==> config.mk <==
export PLATFORM = sky130hd
export DESIGN_NAME = ripple_carry_adder_4bit_flat
export DESIGN_NICKNAME = d
export VERILOG_FILES = /design/src/rtl/ripple_carry_adder_4bit_if.sv /design/src/rtl/ripple_carry_adder_4bit.sv /design/src/flat_wrapper.sv
export SDC_FILE = /design/constraint.sdc
export NUM_CORES = 1
export LEC_CHECK = 0
export ABC_AREA = 0
export CAP_MARGIN = 15
export CORE_AREA = 5 5 42 44
export CTS_BUF_LIST = sky130_fd_sc_hd__clkbuf_4 sky130_fd_sc_hd__clkbuf_8
export DETAILED_ROUTE_END_ITERATION = 10
export DIE_AREA = 0 0 47 49
export SYNTH_ARGS = -nofsm -noshare
export SYNTH_HDL_FRONTEND = slang
export SYNTH_HIERARCHICAL = 1
export SYNTH_SLANG_ARGS = --single-unit
==> constraint.sdc <==
create_clock -name i_clk -period 3.9 [get_ports i_clk]
set_input_delay 0.39 -clock i_clk [delete_from_list [all_inputs] [get_ports i_clk]]
set_output_delay 0.39 -clock i_clk [all_outputs]
set_load 0.005 [all_outputs]
==> src/rtl/ripple_carry_adder_4bit_if.sv <==
// rtl/ripple_carry_adder_4bit_if.sv - operand/result bundle for the 4-bit ripple-carry adder
interface ripple_carry_adder_4bit_if;
  logic       i_valid;
  logic [3:0] i_a;
  logic [3:0] i_b;
  logic       i_carry_in;
  logic [3:0] o_s;
  logic       o_carry_out;
  logic       o_valid;

  modport master (
    output i_valid, i_a, i_b, i_carry_in,
    input  o_s, o_carry_out, o_valid
  );

  modport slave (
    input  i_valid, i_a, i_b, i_carry_in,
    output o_s, o_carry_out, o_valid
  );
endinterface

==> src/rtl/ripple_carry_adder_4bit.sv <==
// rtl/ripple_carry_adder_4bit.sv - 4-bit ripple-carry adder built from full-adder cells, registered output
module rca_half_adder (
  input  logic a_i,
  input  logic b_i,
  output logic s_o,
  output logic c_o
);
  assign s_o = a_i ^ b_i;
  assign c_o = a_i & b_i;
endmodule

module rca_full_adder (
  input  logic a_i,
  input  logic b_i,
  input  logic c_i,
  output logic s_o,
  output logic c_o
);
  logic p;
  logic g;
  logic t;

  rca_half_adder u_ha0 (.a_i(a_i), .b_i(b_i), .s_o(p), .c_o(g));
  rca_half_adder u_ha1 (.a_i(p), .b_i(c_i), .s_o(s_o), .c_o(t));

  assign c_o = g | t;
endmodule

module ripple_carry_adder_4bit (
  input  logic                           i_clk,
  input  logic                           i_reset,
  ripple_carry_adder_4bit_if.slave       bus
);
  logic [4:0] carry;
  logic [3:0] sum;

  logic [3:0] s_q, s_d;
  logic       cout_q, cout_d;
  logic       valid_q, valid_d;

  assign carry[0] = bus.i_carry_in;

  // Carry ripples stage to stage; carry[4] is the adder's carry out.
  for (genvar k = 0; k < 4; k++) begin : g_stage
    rca_full_adder u_fa (
      .a_i(bus.i_a[k]),
      .b_i(bus.i_b[k]),
      .c_i(carry[k]),
      .s_o(sum[k]),
      .c_o(carry[k+1])
    );
  end

  always_comb begin
    s_d     = s_q;
    cout_d  = cout_q;
    valid_d = 1'b0;
    if (bus.i_valid) begin
      s_d     = sum;
      cout_d  = carry[4];
      valid_d = 1'b1;
    end
  end

  always_ff @(posedge i_clk) begin
    if (i_reset) begin
      s_q     <= 4'b0000;
      cout_q  <= 1'b0;
      valid_q <= 1'b0;
    end else begin
      s_q     <= s_d;
      cout_q  <= cout_d;
      valid_q <= valid_d;
    end
  end

  assign bus.o_s         = s_q;
  assign bus.o_carry_out = cout_q;
  assign bus.o_valid     = valid_q;
endmodule

==> src/flat_wrapper.sv <==
// flat-port wrapper written by rule: the top's interface ports become plain ports
module ripple_carry_adder_4bit_flat 
  (i_clk, i_reset, bus_i_valid, bus_i_a, bus_i_b, bus_i_carry_in, bus_o_s, bus_o_carry_out, bus_o_valid);
  ripple_carry_adder_4bit_if bus_i ();
  input  logic i_clk;
  input  logic i_reset;
  input wire logic [$bits(bus_i.i_valid)-1:0] bus_i_valid;
  input wire logic [$bits(bus_i.i_a)-1:0] bus_i_a;
  input wire logic [$bits(bus_i.i_b)-1:0] bus_i_b;
  input wire logic [$bits(bus_i.i_carry_in)-1:0] bus_i_carry_in;
  output wire logic [$bits(bus_i.o_s)-1:0] bus_o_s;
  output wire logic [$bits(bus_i.o_carry_out)-1:0] bus_o_carry_out;
  output wire logic [$bits(bus_i.o_valid)-1:0] bus_o_valid;
  assign bus_i.i_valid = bus_i_valid;
  assign bus_i.i_a = bus_i_a;
  assign bus_i.i_b = bus_i_b;
  assign bus_i.i_carry_in = bus_i_carry_in;
  assign bus_o_s = bus_i.o_s;
  assign bus_o_carry_out = bus_i.o_carry_out;
  assign bus_o_valid = bus_i.o_valid;
  ripple_carry_adder_4bit u_core (.i_clk(i_clk), .i_reset(i_reset), .bus(bus_i));
endmodule
* Yosys cells after proc, flatten, opt, wreduce, memory -nomap -nowiden *
Index checks and enable logic that the tools add are counted.

word-level totals
  register bits after elaboration = 6
  input bits = 12
  output and inout bits = 6
  word-level logic and storage cells = 24

operators by class
  multiplexer cells = 1
  bitwise operators = 20

operators with widths
  operator           count
  bitwise AND 1 bit  8
  XOR 1 bit          8
  OR 1 bit           4
  two-way mux 1 bit  1

* Depth between registers and ports, before layout *
  depth in word-level cells = 9
  gate-level depth with buffers = 11
  mapped depth without buffers = 11

* Hierarchy *
Netlist, hierarchy kept.

modules (own cells, without submodules)
  module                   instances  cells an instance  area an instance (um^2)  sequential area each (um^2)
  ripple_carry_adder_4bit  1          18                 206.4                    120.1
  rca_half_adder           8          1                  12.5                     0.0
  rca_full_adder           4          1                  6.3                      0.0

* Worst setup path after synthesis *
OpenSTA, ideal clock, no wires.

  path type = input to register
  from = in bus_i_a[0]
  to = reg u_core.cout_q (netlist: u_core/bus.o_carry_out)
  setup time = 114 ps
  data arrival time = 2354 ps
  data required time = 3786 ps
  path slack = 1431 ps
  stages on the path = 11
  buffers on the path = 0
  path through = ha_1 > ha_1 > or2_1 > ha_1 > or2_1 > ha_1 > or2_1 > ha_1 > or2_1 > mux2i_1 > nor2_1

on the way
  longest elaborated chain between the ends = 9
  elaborated cells on any way between the ends = 10
  classes of those cells = bitwise: 10

RTL lines
  element                       line                           text
  start, declared               flat_wrapper.sv:8              input wire logic [$bits(bus_i.i_a)-1:0] bus_i_a;
  XOR 1 bit                     ripple_carry_adder_4bit.sv:8   assign s_o = a_i ^ b_i;
  bitwise AND 1 bit             ripple_carry_adder_4bit.sv:9   assign c_o = a_i & b_i;
  via u_core.g_stage[0].u_fa.t  ripple_carry_adder_4bit.sv:21  logic t;
  OR 1 bit                      ripple_carry_adder_4bit.sv:26  assign c_o = g | t;
  via u_core.carry[1]           ripple_carry_adder_4bit.sv:34  logic [4:0] carry;
  bitwise AND 1 bit             ripple_carry_adder_4bit.sv:9
  via u_core.g_stage[1].u_fa.t  ripple_carry_adder_4bit.sv:21
  OR 1 bit                      ripple_carry_adder_4bit.sv:26
  via u_core.carry[2]           ripple_carry_adder_4bit.sv:34
  bitwise AND 1 bit             ripple_carry_adder_4bit.sv:9
  via u_core.g_stage[2].u_fa.t  ripple_carry_adder_4bit.sv:21
  OR 1 bit                      ripple_carry_adder_4bit.sv:26
  via u_core.carry[3]           ripple_carry_adder_4bit.sv:34
  bitwise AND 1 bit             ripple_carry_adder_4bit.sv:9
  via u_core.g_stage[3].u_fa.t  ripple_carry_adder_4bit.sv:21
  OR 1 bit                      ripple_carry_adder_4bit.sv:26
  via u_core.carry[4]           ripple_carry_adder_4bit.sv:34
  end signal, assigned          ripple_carry_adder_4bit.sv:72  cout_q <= cout_d;
  end, declared                 ripple_carry_adder_4bit.sv:38  logic cout_q, cout_d;

The timed path passes the listed nets, and every way through them passes these cells.
A chain may end at the register's enable or synchronous reset.

* Worst setup path in the final report *
  from = in bus_i_a[0]
  to = reg u_core.cout_q (netlist: u_core/bus.o_carry_out)

on the way
  longest elaborated chain between the ends = 9
  elaborated cells on any way between the ends = 10
  classes of those cells = bitwise: 10

RTL lines
  element                       line                           text
  XOR 1 bit                     ripple_carry_adder_4bit.sv:8
  via u_core.g_stage[0].u_fa.p  ripple_carry_adder_4bit.sv:19  logic p;
  bitwise AND 1 bit             ripple_carry_adder_4bit.sv:9
  via u_core.g_stage[0].u_fa.t  ripple_carry_adder_4bit.sv:21
  OR 1 bit                      ripple_carry_adder_4bit.sv:26
  via u_core.carry[1]           ripple_carry_adder_4bit.sv:34
  bitwise AND 1 bit             ripple_carry_adder_4bit.sv:9
  via u_core.g_stage[1].u_fa.t  ripple_carry_adder_4bit.sv:21
  [1 not listed]                n/a
  via u_core.carry[2]           ripple_carry_adder_4bit.sv:34
  bitwise AND 1 bit             ripple_carry_adder_4bit.sv:9
  via u_core.g_stage[2].u_fa.t  ripple_carry_adder_4bit.sv:21
  OR 1 bit                      ripple_carry_adder_4bit.sv:26
  via u_core.carry[3]           ripple_carry_adder_4bit.sv:34
  bitwise AND 1 bit             ripple_carry_adder_4bit.sv:9
  via u_core.g_stage[3].u_fa.t  ripple_carry_adder_4bit.sv:21
  OR 1 bit                      ripple_carry_adder_4bit.sv:26
  via u_core.carry[4]           ripple_carry_adder_4bit.sv:34

The timed path passes the listed nets, and every way through them passes these cells.

==> results.md <==
* Data arrival time of the worst path at 2.86 ns
* Skew final at 0 ns
* Syn_area_per_cell at 11.1 um^2
* Crit path required time at 4.03 ns
* Detailed Route Iter0 Violations at 2
* PD cells at 327 nW/um^2
* Htree depth at 1
* Starting density of the core at 23.7%
* Gate Count Post-Synth at 30
* Final Setup Violations at 0
* Syn nets at 50
* Relative slew margins at 78.6%
* Final hold vios at 0
* RSZ-0062 raised after global routing: no
* CP Launch Type: primary input
* Initial antenna violation count at 0
* RD Place Congestion at 0.603
* Layout area overhead at 60.8%
* Status: finished clean
* Register bit total from synthesis at 6
* Worst r2r path cells at 2
* Pin count of the biggest net entering global routing at 7
* Post-CTS Resized at 0
* Die width at 47 um
* Max Cap Viol at 0
* Final min period at 2.73 ns
* Hpwl dp at 527 um
* Power Total at 0.000174 W
* Overall track demand over capacity in global routing at 7.13%
* Fill count at 155
* Crit Path Max Fanout at 1
* I/O pin count at 18
* # diodes at 0
* Seq/Total Area, Yosys at 36.2%
* Clock Path Buffers at 2
* GR Overflow Total at 0
* Wirelength per Cell at 10.1 um
* Hold path cells at 2
* Vias at 271
* First-pass GRT wire length at 1120 um
* Yosys Warn Count at 6
* IO Port Bufs at 17
* Hold crit path type: flop to flop
* Clk_lat worst skew at 0.24 ns
* Crit share post-route at 69.9%
* CP endpoint kind: flop
* Leak pwr at 0.245 nW
* Worst hold slack at 0.492 ns
* Clk pin slew, worst setup/hold paths at 0.05 ns
* Std cell rows at 14
* Worst-Margin Slew at 0.320 ns
* DR DRC count at 0
* Kind of critical path: primary input to flop
* CTS tree: done
* Ratio of cells with drive above 1 in the final layout at 6.12%
* VDD IR-drop max at 0.000171 V
* Post-CTS Hold Buffers at 0
* Mapped Area at 332 um^2
* Max Slew Vio Count at 0
* Vias per cell at 4.17
* Peak Freq at 367 MHz
* Fin Setup TNS at 0 ns
* Most common cell after layout, fill and taps aside: clkdlybuf4s50_1
* Core box area at 1400 um^2
* Post-DRT Antenna Nets at 0
* Num CTS Buffers at 3
* Die area at 2300 um^2
* Die Span Y at 49 um
* Post-synthesis cell type count at 7
* Root buf cell: clkbuf_4
* Pre-CTS setup slack at 0.903 ns
* Sink Count at 6
* Wirelength, routed at 656 um
* Vias in the first global route at 283
* Worst setup margin at 1.17 ns
* Final layout net count at 71
* Post-CTS Setup Bufs at 0
* Commonest non-fill, non-tap cells in the layout: 17 x clkdlybuf4s50_1, 8 x ha_1, 6 x dfxtp_1
* DRT Pass-1 Iters at 2
## critical path, stage by stage
cell	delay, ns
clkdlybuf4s50_1	0.41
ha_1	0.29
ha_1	0.18
or2_1	0.22
ha_1	0.17
or2_1	0.22
ha_1	0.17
or2_1	0.23
ha_1	0.17
or2_1	0.23
mux2i_1	0.13
nor2_1	0.05
## path summary, 6_finish.rpt
kind	to	from	slack, ns
max reg2reg	u_core/bus.o_s[1]	u_core/bus.o_s[1]	3.30
min reg2reg	u_core/bus.o_s[2]	u_core/bus.o_s[2]	0.49
max	u_core/bus.o_carry_out	bus_i_a[0]	1.17
min	u_core/bus.o_s[2]	u_core/bus.o_s[2]	0.49
## metal layers
metal	GRT usage, %	vias up	share of wire (%)	routed length (um)
met2	9.28	10	45	298
met1	7.96	121	41	268
met4	4.15	0	0	0
met5	0	-	0	0
met3	5.54	0	14	89
li1	-	140	-	-
## stage by stage
| stage | area, um^2 | utilization, % | cells |
|---|---|---|---|
| after floorplan | 332 | - | 30 |
| final | 533 | 38.0 | 65 |
| after global placement | 510 | 36.4 | 62 |
| after detailed placement | 510 | 36.4 | 62 |
| after CTS | 533 | 38.0 | 65 |
| after global routing | 533 | 38.0 | 65 |
## cell type report
| class | count | area, um^2 | area share (%) |
|---|---|---|---|
| Clock buffer | 3 | 22.5 | 4.23 |
| Multi-Input combinational cell | 23 | 200 | 37.6 |
| Sequential cell | 6 | 120 | 22.5 |
| Tap cell | 16 | 20.0 | 3.76 |
| Timing Repair Buffer | 17 | 170 | 31.9 |
## power by group
group | leakage (nW) | internal (W) | switching [W]
sequential | 0.0496 | 0.0000674 | 0.00000258
combinational | 0.182 | 0.0000305 | 0.0000150
clock | 0.0138 | 0.0000349 | 0.0000238
total | 0.245 | 0.000133 | 0.0000413
## cell families after synthesis
group,count (synthesis),share of synthesized area [%]
buffers and inverters,1,3.40
adder cells (fa/ha/maj),8,30.2
flip-flops,6,36.2
multiplexers,5,15.1
AND/OR/NAND/NOR,10,15.1
## sequential cells by signal, summed over array words and instances, names as in the netlist
signal and flops:
u_core/bus.o_valid 1, u_core/bus.o_s 4, u_core/bus.o_carry_out 1
## synth_stat cells
library cell / n / area share, %
nor2b_1: 1 / 1.9
or2_1: 4 / 7.5
buf_6: 1 / 3.4
nor2_1: 5 / 5.7
dfxtp_1: 6 / 36
mux2i_1: 5 / 15
ha_1: 8 / 30
No activity file was read; power rests on OpenSTA's default activity.
